File: config.mk
export PLATFORM = sky130hd
export DESIGN_NAME = btb_update_ctrl
export DESIGN_NICKNAME = d
export VERILOG_FILES = /design/src/rtl/btb_pkg.sv /design/src/rtl/btb_upd_fifo.sv /design/src/rtl/btb_update_ctrl.sv
export SDC_FILE = /design/constraint.sdc
export NUM_CORES = 1
export LEC_CHECK = 0
export CORE_ASPECT_RATIO = 1.2
export CORE_MARGIN = 2
export CORE_UTILIZATION = 50
export CTS_BUF_LIST = sky130_fd_sc_hd__clkbuf_16
export CTS_CLUSTER_DIAMETER = 80
export DETAILED_ROUTE_END_ITERATION = 10
export PLACE_DENSITY_LB_ADDON = 0.12
export RECOVER_POWER = 100
export REMOVE_ABC_BUFFERS = 1
export SLEW_MARGIN = 30
export SYNTH_ARGS = -nofsm -noshare
export SYNTH_HDL_FRONTEND = slang
export SYNTH_SLANG_ARGS = --single-unit
File: constraint.sdc
create_clock -name clk -period 4.62 [get_ports clk]
set_input_delay 0.924 -clock clk [delete_from_list [all_inputs] [get_ports clk]]
set_output_delay 0.924 -clock clk [all_outputs]
set_load 0.01 [all_outputs]
File: src/rtl/btb_pkg.sv
// Shared types and constants for the BTB update controller.
package btb_pkg;

  localparam int BTB_ADDR_W = 16;
  localparam int BTB_IDX_W  = 4;

  // Value the BTB treats as an empty entry.
  localparam logic [BTB_ADDR_W-1:0] BTB_INVALID = 16'h0001;

  typedef enum logic {
    ST_IDLE  = 1'b0,
    ST_SWEEP = 1'b1
  } btb_state_e;

  typedef struct packed {
    logic [BTB_IDX_W-1:0]  idx;
    logic [BTB_ADDR_W-1:0] data;
  } btb_upd_t;

endpackage

File: src/rtl/btb_upd_fifo.sv
// Small synchronous FIFO of pending BTB corrections; push and pop may share a cycle.
module btb_upd_fifo
  import btb_pkg::*;
#(
  parameter int DEPTH = 2
) (
  input  logic     clk,
  input  logic     rst,
  input  logic     push,
  input  btb_upd_t push_data,
  input  logic     pop,
  output btb_upd_t pop_data,
  output logic     full,
  output logic     empty
);

  localparam int PTR_W = $clog2(DEPTH);
  localparam int CNT_W = PTR_W + 1;

  btb_upd_t         mem_q [DEPTH];
  logic [PTR_W-1:0] wr_ptr_q, wr_ptr_d;
  logic [PTR_W-1:0] rd_ptr_q, rd_ptr_d;
  logic [CNT_W-1:0] cnt_q, cnt_d;
  logic             do_push, do_pop;

  assign full     = (cnt_q == CNT_W'(DEPTH));
  assign empty    = (cnt_q == '0);
  assign pop_data = mem_q[rd_ptr_q];

  // Pointer and occupancy update; pointers wrap naturally since DEPTH is a power of two.
  always_comb begin
    do_push  = push && !full;
    do_pop   = pop && !empty;
    wr_ptr_d = wr_ptr_q;
    rd_ptr_d = rd_ptr_q;
    cnt_d    = cnt_q;
    if (do_push) wr_ptr_d = wr_ptr_q + PTR_W'(1);
    if (do_pop)  rd_ptr_d = rd_ptr_q + PTR_W'(1);
    if (do_push && !do_pop)      cnt_d = cnt_q + CNT_W'(1);
    else if (do_pop && !do_push) cnt_d = cnt_q - CNT_W'(1);
  end

  // Control registers; reset drops every queued entry.
  always_ff @(posedge clk) begin
    if (rst) begin
      wr_ptr_q <= '0;
      rd_ptr_q <= '0;
      cnt_q    <= '0;
    end else begin
      wr_ptr_q <= wr_ptr_d;
      rd_ptr_q <= rd_ptr_d;
      cnt_q    <= cnt_d;
    end
  end

  // Storage needs no reset: contents are only read while cnt_q says they are valid.
  always_ff @(posedge clk) begin
    if (do_push) mem_q[wr_ptr_q] <= push_data;
  end

endmodule

File: src/rtl/btb_update_ctrl.sv
// BTB write-port sequencer and front-end redirect generator.
// Optional statistics counters are built when BTB_CTRL_STATS_EN is defined.
//
// state    | meaning
// ST_IDLE  | drain queued corrections, or write a fresh correction straight through
// ST_SWEEP | invalidate every BTB entry, one index per cycle
module btb_update_ctrl
  import btb_pkg::*;
#(
  parameter int ADDR_W     = BTB_ADDR_W,
  parameter int IDX_W      = BTB_IDX_W,
  parameter int FIFO_DEPTH = 2
) (
  input  logic              clk,
  input  logic              rst,
  input  logic              res_valid,
  input  logic [ADDR_W-1:0] res_from_pc,
  input  logic [ADDR_W-1:0] res_to_pc,
  input  logic              res_taken,
  input  logic [ADDR_W-1:0] res_pred_pc,
  output logic              res_ready,
  input  logic              inv_req,
  output logic              redirect_valid,
  output logic [ADDR_W-1:0] redirect_pc,
  output logic              flush_if,
  output logic              btb_wr_en,
  output logic [IDX_W-1:0]  btb_wr_idx,
  output logic [ADDR_W-1:0] btb_wr_data,
  output logic              busy,
  output logic [15:0]       stat_resolved,
  output logic [15:0]       stat_mispred
);

  btb_state_e        state_q, state_d;
  logic [IDX_W-1:0]  sweep_cnt_q, sweep_cnt_d;
  logic              redirect_valid_q, redirect_valid_d;
  logic [ADDR_W-1:0] redirect_pc_q, redirect_pc_d;
  logic              flush_if_q, flush_if_d;
  logic              wr_en_q, wr_en_d;
  logic [IDX_W-1:0]  wr_idx_q, wr_idx_d;
  logic [ADDR_W-1:0] wr_data_q, wr_data_d;
  logic              busy_q, busy_d;

  logic              accept, mispred;
  logic [ADDR_W-1:0] actual;
  btb_upd_t          new_upd, head_upd;
  logic              fifo_push, fifo_pop, fifo_full, fifo_empty;

  assign res_ready = !fifo_full;
  assign accept    = res_valid && res_ready;
  assign actual    = res_taken ? res_to_pc : res_from_pc + ADDR_W'(4);
  assign mispred   = (actual != res_pred_pc);

  // A not-taken mispredict means the BTB hit on a stale entry, so it is cleared.
  always_comb begin
    new_upd.idx  = res_from_pc[IDX_W+1:2];
    new_upd.data = res_taken ? res_to_pc : ADDR_W'(BTB_INVALID);
  end

  btb_upd_fifo #(
    .DEPTH (FIFO_DEPTH)
  ) u_fifo (
    .clk       (clk),
    .rst       (rst),
    .push      (fifo_push),
    .push_data (new_upd),
    .pop       (fifo_pop),
    .pop_data  (head_upd),
    .full      (fifo_full),
    .empty     (fifo_empty)
  );

  // Next state, redirect and write-port arbitration.
  always_comb begin
    state_d          = state_q;
    sweep_cnt_d      = sweep_cnt_q;
    redirect_valid_d = accept && mispred;
    flush_if_d       = accept && mispred;
    redirect_pc_d    = (accept && mispred) ? actual : redirect_pc_q;
    wr_en_d          = 1'b0;
    wr_idx_d         = wr_idx_q;
    wr_data_d        = wr_data_q;
    busy_d           = 1'b0;
    fifo_push        = accept && mispred;
    fifo_pop         = 1'b0;
    case (state_q)
      ST_IDLE: begin
        if (inv_req) begin
          // Index 0 is written on the entry edge so the sweep starts the next cycle.
          state_d     = ST_SWEEP;
          sweep_cnt_d = IDX_W'(1);
          wr_en_d     = 1'b1;
          wr_idx_d    = '0;
          wr_data_d   = ADDR_W'(BTB_INVALID);
          busy_d      = 1'b1;
        end else if (!fifo_empty) begin
          fifo_pop  = 1'b1;
          wr_en_d   = 1'b1;
          wr_idx_d  = head_upd.idx;
          wr_data_d = head_upd.data;
        end else if (accept && mispred) begin
          // Empty queue: bypass it so the write lands one cycle after acceptance.
          fifo_push = 1'b0;
          wr_en_d   = 1'b1;
          wr_idx_d  = new_upd.idx;
          wr_data_d = new_upd.data;
        end
      end
      ST_SWEEP: begin
        wr_en_d     = 1'b1;
        wr_idx_d    = sweep_cnt_q;
        wr_data_d   = ADDR_W'(BTB_INVALID);
        busy_d      = 1'b1;
        sweep_cnt_d = sweep_cnt_q + IDX_W'(1);
        if (sweep_cnt_q == '1) state_d = ST_IDLE;
      end
    endcase
  end

  // Registered outputs and FSM state.
  always_ff @(posedge clk) begin
    if (rst) begin
      state_q          <= ST_IDLE;
      sweep_cnt_q      <= '0;
      redirect_valid_q <= 1'b0;
      redirect_pc_q    <= '0;
      flush_if_q       <= 1'b0;
      wr_en_q          <= 1'b0;
      wr_idx_q         <= '0;
      wr_data_q        <= '0;
      busy_q           <= 1'b0;
    end else begin
      state_q          <= state_d;
      sweep_cnt_q      <= sweep_cnt_d;
      redirect_valid_q <= redirect_valid_d;
      redirect_pc_q    <= redirect_pc_d;
      flush_if_q       <= flush_if_d;
      wr_en_q          <= wr_en_d;
      wr_idx_q         <= wr_idx_d;
      wr_data_q        <= wr_data_d;
      busy_q           <= busy_d;
    end
  end

  assign redirect_valid = redirect_valid_q;
  assign redirect_pc    = redirect_pc_q;
  assign flush_if       = flush_if_q;
  assign btb_wr_en      = wr_en_q;
  assign btb_wr_idx     = wr_idx_q;
  assign btb_wr_data    = wr_data_q;
  assign busy           = busy_q;

`ifdef BTB_CTRL_STATS_EN
  logic [15:0] stat_resolved_q, stat_resolved_d;
  logic [15:0] stat_mispred_q, stat_mispred_d;

  // Saturating event counters.
  always_comb begin
    stat_resolved_d = stat_resolved_q;
    stat_mispred_d  = stat_mispred_q;
    if (accept && stat_resolved_q != 16'hFFFF)          stat_resolved_d = stat_resolved_q + 16'd1;
    if (accept && mispred && stat_mispred_q != 16'hFFFF) stat_mispred_d  = stat_mispred_q + 16'd1;
  end

  // Counter registers.
  always_ff @(posedge clk) begin
    if (rst) begin
      stat_resolved_q <= '0;
      stat_mispred_q  <= '0;
    end else begin
      stat_resolved_q <= stat_resolved_d;
      stat_mispred_q  <= stat_mispred_d;
    end
  end

  assign stat_resolved = stat_resolved_q;
  assign stat_mispred  = stat_mispred_q;
`else
  assign stat_resolved = '0;
  assign stat_mispred  = '0;
`endif

endmodule

Word-level counts from Yosys, hierarchy flattened
Memory sizes are Yosys's and may differ from the RTL's. A register that Yosys moved wholly into a read port is not among the register bits. Index checks and enable logic that the tools add are counted. W data, S select, Z words.

Bitwise operators: 1. Add/sub/neg operators: 6. Muxes and demuxes: 32. Equal/unequal tests: 5. Reductions and logical operators: 12.

Operators by type and width (number): $mux W16 (5); $pmux W16 S2 (1); $add A16 B3 Y16 const B (1); $mux W4 (4); $ne A16 B16 Y1 (1); $pmux W4 S2 (2); $mux W1 (15); $logic_and A1 B1 Y1 (6); $pmux W1 S2 (3); $add A4 B1 Y4 const B (1); $eq A4 B4 Y1 const B (1); $logic_not A1 Y1 (4); $mux W2 (2); $ne A4 B4 Y1 const B (1); $add A1 B1 Y1 const B (2); $add A2 B1 Y2 const B (1); $eq A2 B2 Y1 const B (1); $logic_not A2 Y1 (1); $ne A2 B2 Y1 const B (1); $reduce_bool A2 Y1 (1); $sub A2 B1 Y2 const B (1); $not A1 Y1 (1).

Output and inout port bits: 73. Register bits: 48. Memories: 1. Bits in writable memories: 40.

Memory list: u_fifo.mem_q (depth 2, width 20, rd ports 1, clocked after Yosys merged registers in 1, wr ports 1, line btb_upd_fifo.sv:20) `btb_upd_t mem_q [DEPTH];`.

Logic depth before layout (Yosys ltp)
Depth after elaboration: 12. Depth in mapped cells: 14. Depth with buffers taken out: 12.

Modules after synthesis
From an unflattened synthesis, not the netlist that was laid out.

Cell total of the unflattened synthesis: 530. Area, all modules: 5251.3 µm².

Modules (own cells, without submodules): btb_update_ctrl (cells an instance 443, sequential area each 880.8 µm², instances 1, area each 3597.2 µm²); btb_upd_fifo (cells an instance 87, sequential area each 1301.2 µm², instances 1, area each 1654.1 µm²).

Least setup slack after synthesis
OpenSTA, ideal clock, no wires.

Kind: in2reg. From: input res_from_pc[2]. To: register u_fifo.cnt_q[1]. Arrival: 3.650 ns. Data required time: 4.549 ns. Setup slack: 0.900 ns. Path buffers: 1. Stages: 12. Cell sequence: ha_1 nand3_1 nor3_2 mux2_2 a211oi_1 nand4_2 o211ai_4 buf_4 nor2_1 ha_1 or3_1 a21oi_1.

Cells in the longest elaborated chain, start to end: 11. Elaborated cells on any way between the ends: 13. Classes of those cells: add/sub: 1; eq/ne: 1; mux: 5; reduce/logical: 6.

Ends and longest elaborated chain: start, declared (line btb_update_ctrl.sv:17) `input logic [ADDR_W-1:0] res_from_pc,`; $add A16 B3 Y16 * (line btb_update_ctrl.sv:51) `assign actual = res_taken ? res_to_pc : res_from_pc + ADDR_W'(4);`; $mux W16 * (line btb_update_ctrl.sv:51); $ne A16 B16 Y1 * (line btb_update_ctrl.sv:52) `assign mispred = (actual != res_pred_pc);`; $logic_and A1 B1 Y1 * (line btb_update_ctrl.sv:84, btb_update_ctrl.sv:101); $mux W1 (line btb_update_ctrl.sv:96) `end else if (!fifo_empty) begin`; $mux W1 (line btb_update_ctrl.sv:88) `if (inv_req) begin`; $mux W1 * (line btb_update_ctrl.sv:86) `case (state_q)`; $logic_and A1 B1 Y1 * (line btb_upd_fifo.sv:32) `do_push = push && !full;`; $logic_not A1 Y1 (line btb_upd_fifo.sv:40) `else if (do_pop && !do_push) cnt_d = cnt_q - CNT_W'(1);`; $logic_and A1 B1 Y1 (line btb_upd_fifo.sv:40); $reduce_bool A2 Y1 (no source line); end signal, assigned (line btb_upd_fifo.sv:52) `cnt_q <= cnt_d;`; end, declared (line btb_upd_fifo.sv:23) `logic [CNT_W-1:0] cnt_q, cnt_d;`.

Mark *: on every way between the ends. The rest lies on a longest branch, timed or not. A chain may end at the register's enable or synchronous reset.

Final worst setup path
From: input res_from_pc[3]. To: memory u_fifo.mem_q[0][12] (netlist name), enable pin.

Cells in the longest elaborated chain, start to end: 10.

Ends and longest elaborated chain: $add A16 B3 Y16 * (line btb_update_ctrl.sv:51); $mux W16 * (line btb_update_ctrl.sv:51); $ne A16 B16 Y1 * (line btb_update_ctrl.sv:52); $logic_and A1 B1 Y1 * (line btb_update_ctrl.sv:84, btb_update_ctrl.sv:101); $mux W1 (line btb_update_ctrl.sv:96); $mux W1 (line btb_update_ctrl.sv:88); $mux W1 * (line btb_update_ctrl.sv:86); $logic_and A1 B1 Y1 * (line btb_upd_fifo.sv:32); $mux W1 * (line btb_upd_fifo.sv:58) `if (do_push) mem_q[wr_ptr_q] <= push_data;`; $mux W1 (not written as such) * (line btb_upd_fifo.sv:58); end, declared (line btb_upd_fifo.sv:20).

Marked as above.

==> out/results.ini <==
[logic_synthesis]
synthFlopType = dfxtp_1
synth-edff-count = 40
ys_seq_area_share_pct = 44.3
synth.distinct_cells = 63
synth_top_area_share_pct = 24.4
synth-seq-cells = 89
syn-cell-area_um2 = 4920
avgSynthCellArea_um2 = 9.90
synthTopCellsByArea = edfxtp_1, dfxtp_1, buf_4
synthArstFlopShare_pct = 0
yosysWarningCount = 0
synth_area_leader_cell = edfxtp_1
synth_cells = 497

[sta]
tightest_slew_ns = 1.83
clock_skew_ns = 0.00773
slew_headroom_pct = -21.7
fin_crit_sh_pct = 94.0
fin_setup_tns_ns = 0
fmax_mhz = 230
drv_slew = 39
hold_viol_final = 0
min_period_ns = 4.34
setup_viol = 0
rsz0062_at_grt = no

[final_layout]
drive_gt1_share_pct = 7.61
antennaDiodeCount = 0
fin_util_pct = 63.2
nNetsFinal = 642
area_growth_pct = 22.8
nFillCells = 835

[die]
start_util_pct = 51.5
row_count = 39
die_area_um2 = 10700
die_y_um = 113
io_pins = 126
core_um2 = 9560
dieWidth_um = 94.6

[cts]
clkLatencyLatePin_ns = 0.34
htreeDepth = 3
cts_buffers = 9
hold_buffers = 0
post_cts_buffers = 0
cts_buffer_depth = 2
cts_root_buf = clkbuf_16
cts_resized = 0
cts.sinks = 89
cts_tree = done
clkSlewWorstSetupHoldPaths_ns = 0.06

[placement]
gp_congestion = 0.928
place.detailed.hpwl_mm = 9.34
numPortBuffers = 93

[run_status]
violations = max-capacitance violations, max-slew violations
status = finished, violations left

[drt]
via_per_inst = 5.63
drt_iter0_markers = 203
drt-pass1-iter-count = 4
wl_mm = 13.0
ant_nets = 0
drc_errors = 0
routedWlPerCell_um = 18.2
vias = 4021

[power]
max-vdd-ir-drop_v = 0.000186
pwr_density_cell_nw_per_um2 = 415
p_leak_nw = 2.30

[worst_setup_path]
crit_arrival_ns = 4.33
cp_max_fo = 16
critical_path_class = input pin to register
required_ns = 4.61
worst_setup_path_start_kind = input pin
critPathCaptureType = register

[global_route]
track_usage_pct = 25.2
grt_overflow = 0
antenna_found_initial = 0
grt_max_degree = 39
grt_pass1_wl_mm = 20.4
grt_pass1_vias = 3838

[worst_hold_path]
holdCritPathClass = register to register

[run]
cap_violations = 1

worst max-delay path, cell delays in order:
cell and delay, ns:
dlygate4sd3_1 0.69, ha_1 0.28, nand3_1 0.23, or3_1 0.40, a31oi_1 0.29, xor2_1 0.20, a2111o_1 0.19, o211ai_4 0.12
or3_1 0.37, inv_1 0.20, clkbuf_2 0.43
sequential cells by signal, summed over array words and instances (netlist names), 2 cells and up, named ones only:
name          flops
u_fifo.mem_q     40
btb_wr_data      16
redirect_pc      16
btb_wr_idx        4
sweep_cnt_q       4
u_fifo.cnt_q      2
metal layers:
layer / vias to the layer above / GRT usage [%] / share of wire, %
met5: - / 0 / 0
met1: 1928 / 34.7 / 45
met4: 0 / 9.76 / 2.1
met3: 21 / 3.33 / 4.9
li1: 1926 / - / -
met2: 146 / 40.3 / 48
through the flow:
stage          setup WS [ns]  power (W)  hold WS, ns  cells  area, µm²
2_1_floorplan          0.752    0.00150        0.452    465       4620
3_3_place_gp           0.299    0.00187        0.443    697       5840
3_5_place_dp          0.0813    0.00189        0.448    697       5840
4_1_cts                0.420    0.00257        0.456    713       6120
5_1_grt                0.144    0.00264        0.469    714       6040
6_report               0.277    0.00251        0.451    714       6040
synth_stat cells (3+ instances only):
master and instances:
nand2b_1 8, mux2i_1 23, nor3_1 19, nor3_2 7
nand4b_1 5, nor2b_1 3, nand2_1 26, buf_6 6
inv_1 6, edfxtp_1 40, a21oi_1 35, nand3_1 9
buf_4 35, o21ai_0 18, nand4_1 4, a211oi_1 8
a22oi_1 5, o32ai_1 3, nor2_1 45, buf_2 5
o31ai_1 7, clkbuf_1 16, nor3b_1 4, xnor2_1 12
dfxtp_1 49, and3_1 3, xor2_1 18, ha_1 3
a211oi_2 12, and2_1 15, or3_1 7
cells in the final DEF (no fill, tap or decap), drive strengths merged, types with 8 or more instances in the layout:
cell / instances
a21oi: 35
dlygate4sd3: 46
inv: 10
nand2: 27
nor2: 46
mux2i: 24
o21ai: 18
nor3: 26
dfxtp: 49
nand3: 10
clkdlybuf4s50: 46
nand2b: 8
xnor2: 12
clkbuf: 18
conb: 32
xor2: 18
a211oi: 20
and2: 15
buf: 10
edfxtp: 40
kinds of logic after synthesis:
logic type / Yosys count / synth area share, %
compound gates: 109 / 15.7
xor+xnor: 31 / 5.80
fa+ha+maj: 3 / 0.763
buf+inv: 69 / 8.97
flops: 89 / 44.3
mux: 26 / 5.41
other cells: 1 / 0.0762
simple gates: 169 / 18.9
area by class of cell:
type | count | area [µm²] | area share (%)
clock buffer | 10 | 250 | 4.14
clock inverter | 6 | 26.3 | 0.435
inverter | 6 | 22.5 | 0.373
multi-input combinational | 370 | 2370 | 39.2
sequential | 89 | 2180 | 36.1
tap | 123 | 154 | 2.55
timing repair buffer | 110 | 1040 | 17.2
final timing paths:
kind | startpoint | end | slack, ns | cells after the start
max | res_from_pc[3] | u_fifo.mem_q[0][12] | 0.28 | 11
min | redirect_pc[15] | redirect_pc[15] | 0.45 | 2
max reg2reg | state_q | u_fifo.mem_q[0][12] | 2.11 | 6
min reg2reg | redirect_pc[15] | redirect_pc[15] | 0.45 | 2
where the power goes:
group	internal (W)	total (W)	switching [W]
clock network	0.000389	0.000682	0.000293
logic	0.000329	0.000797	0.000468
registers	0.000965	0.00103	0.0000610
Note: power is estimated with default switching activity, not from simulation.
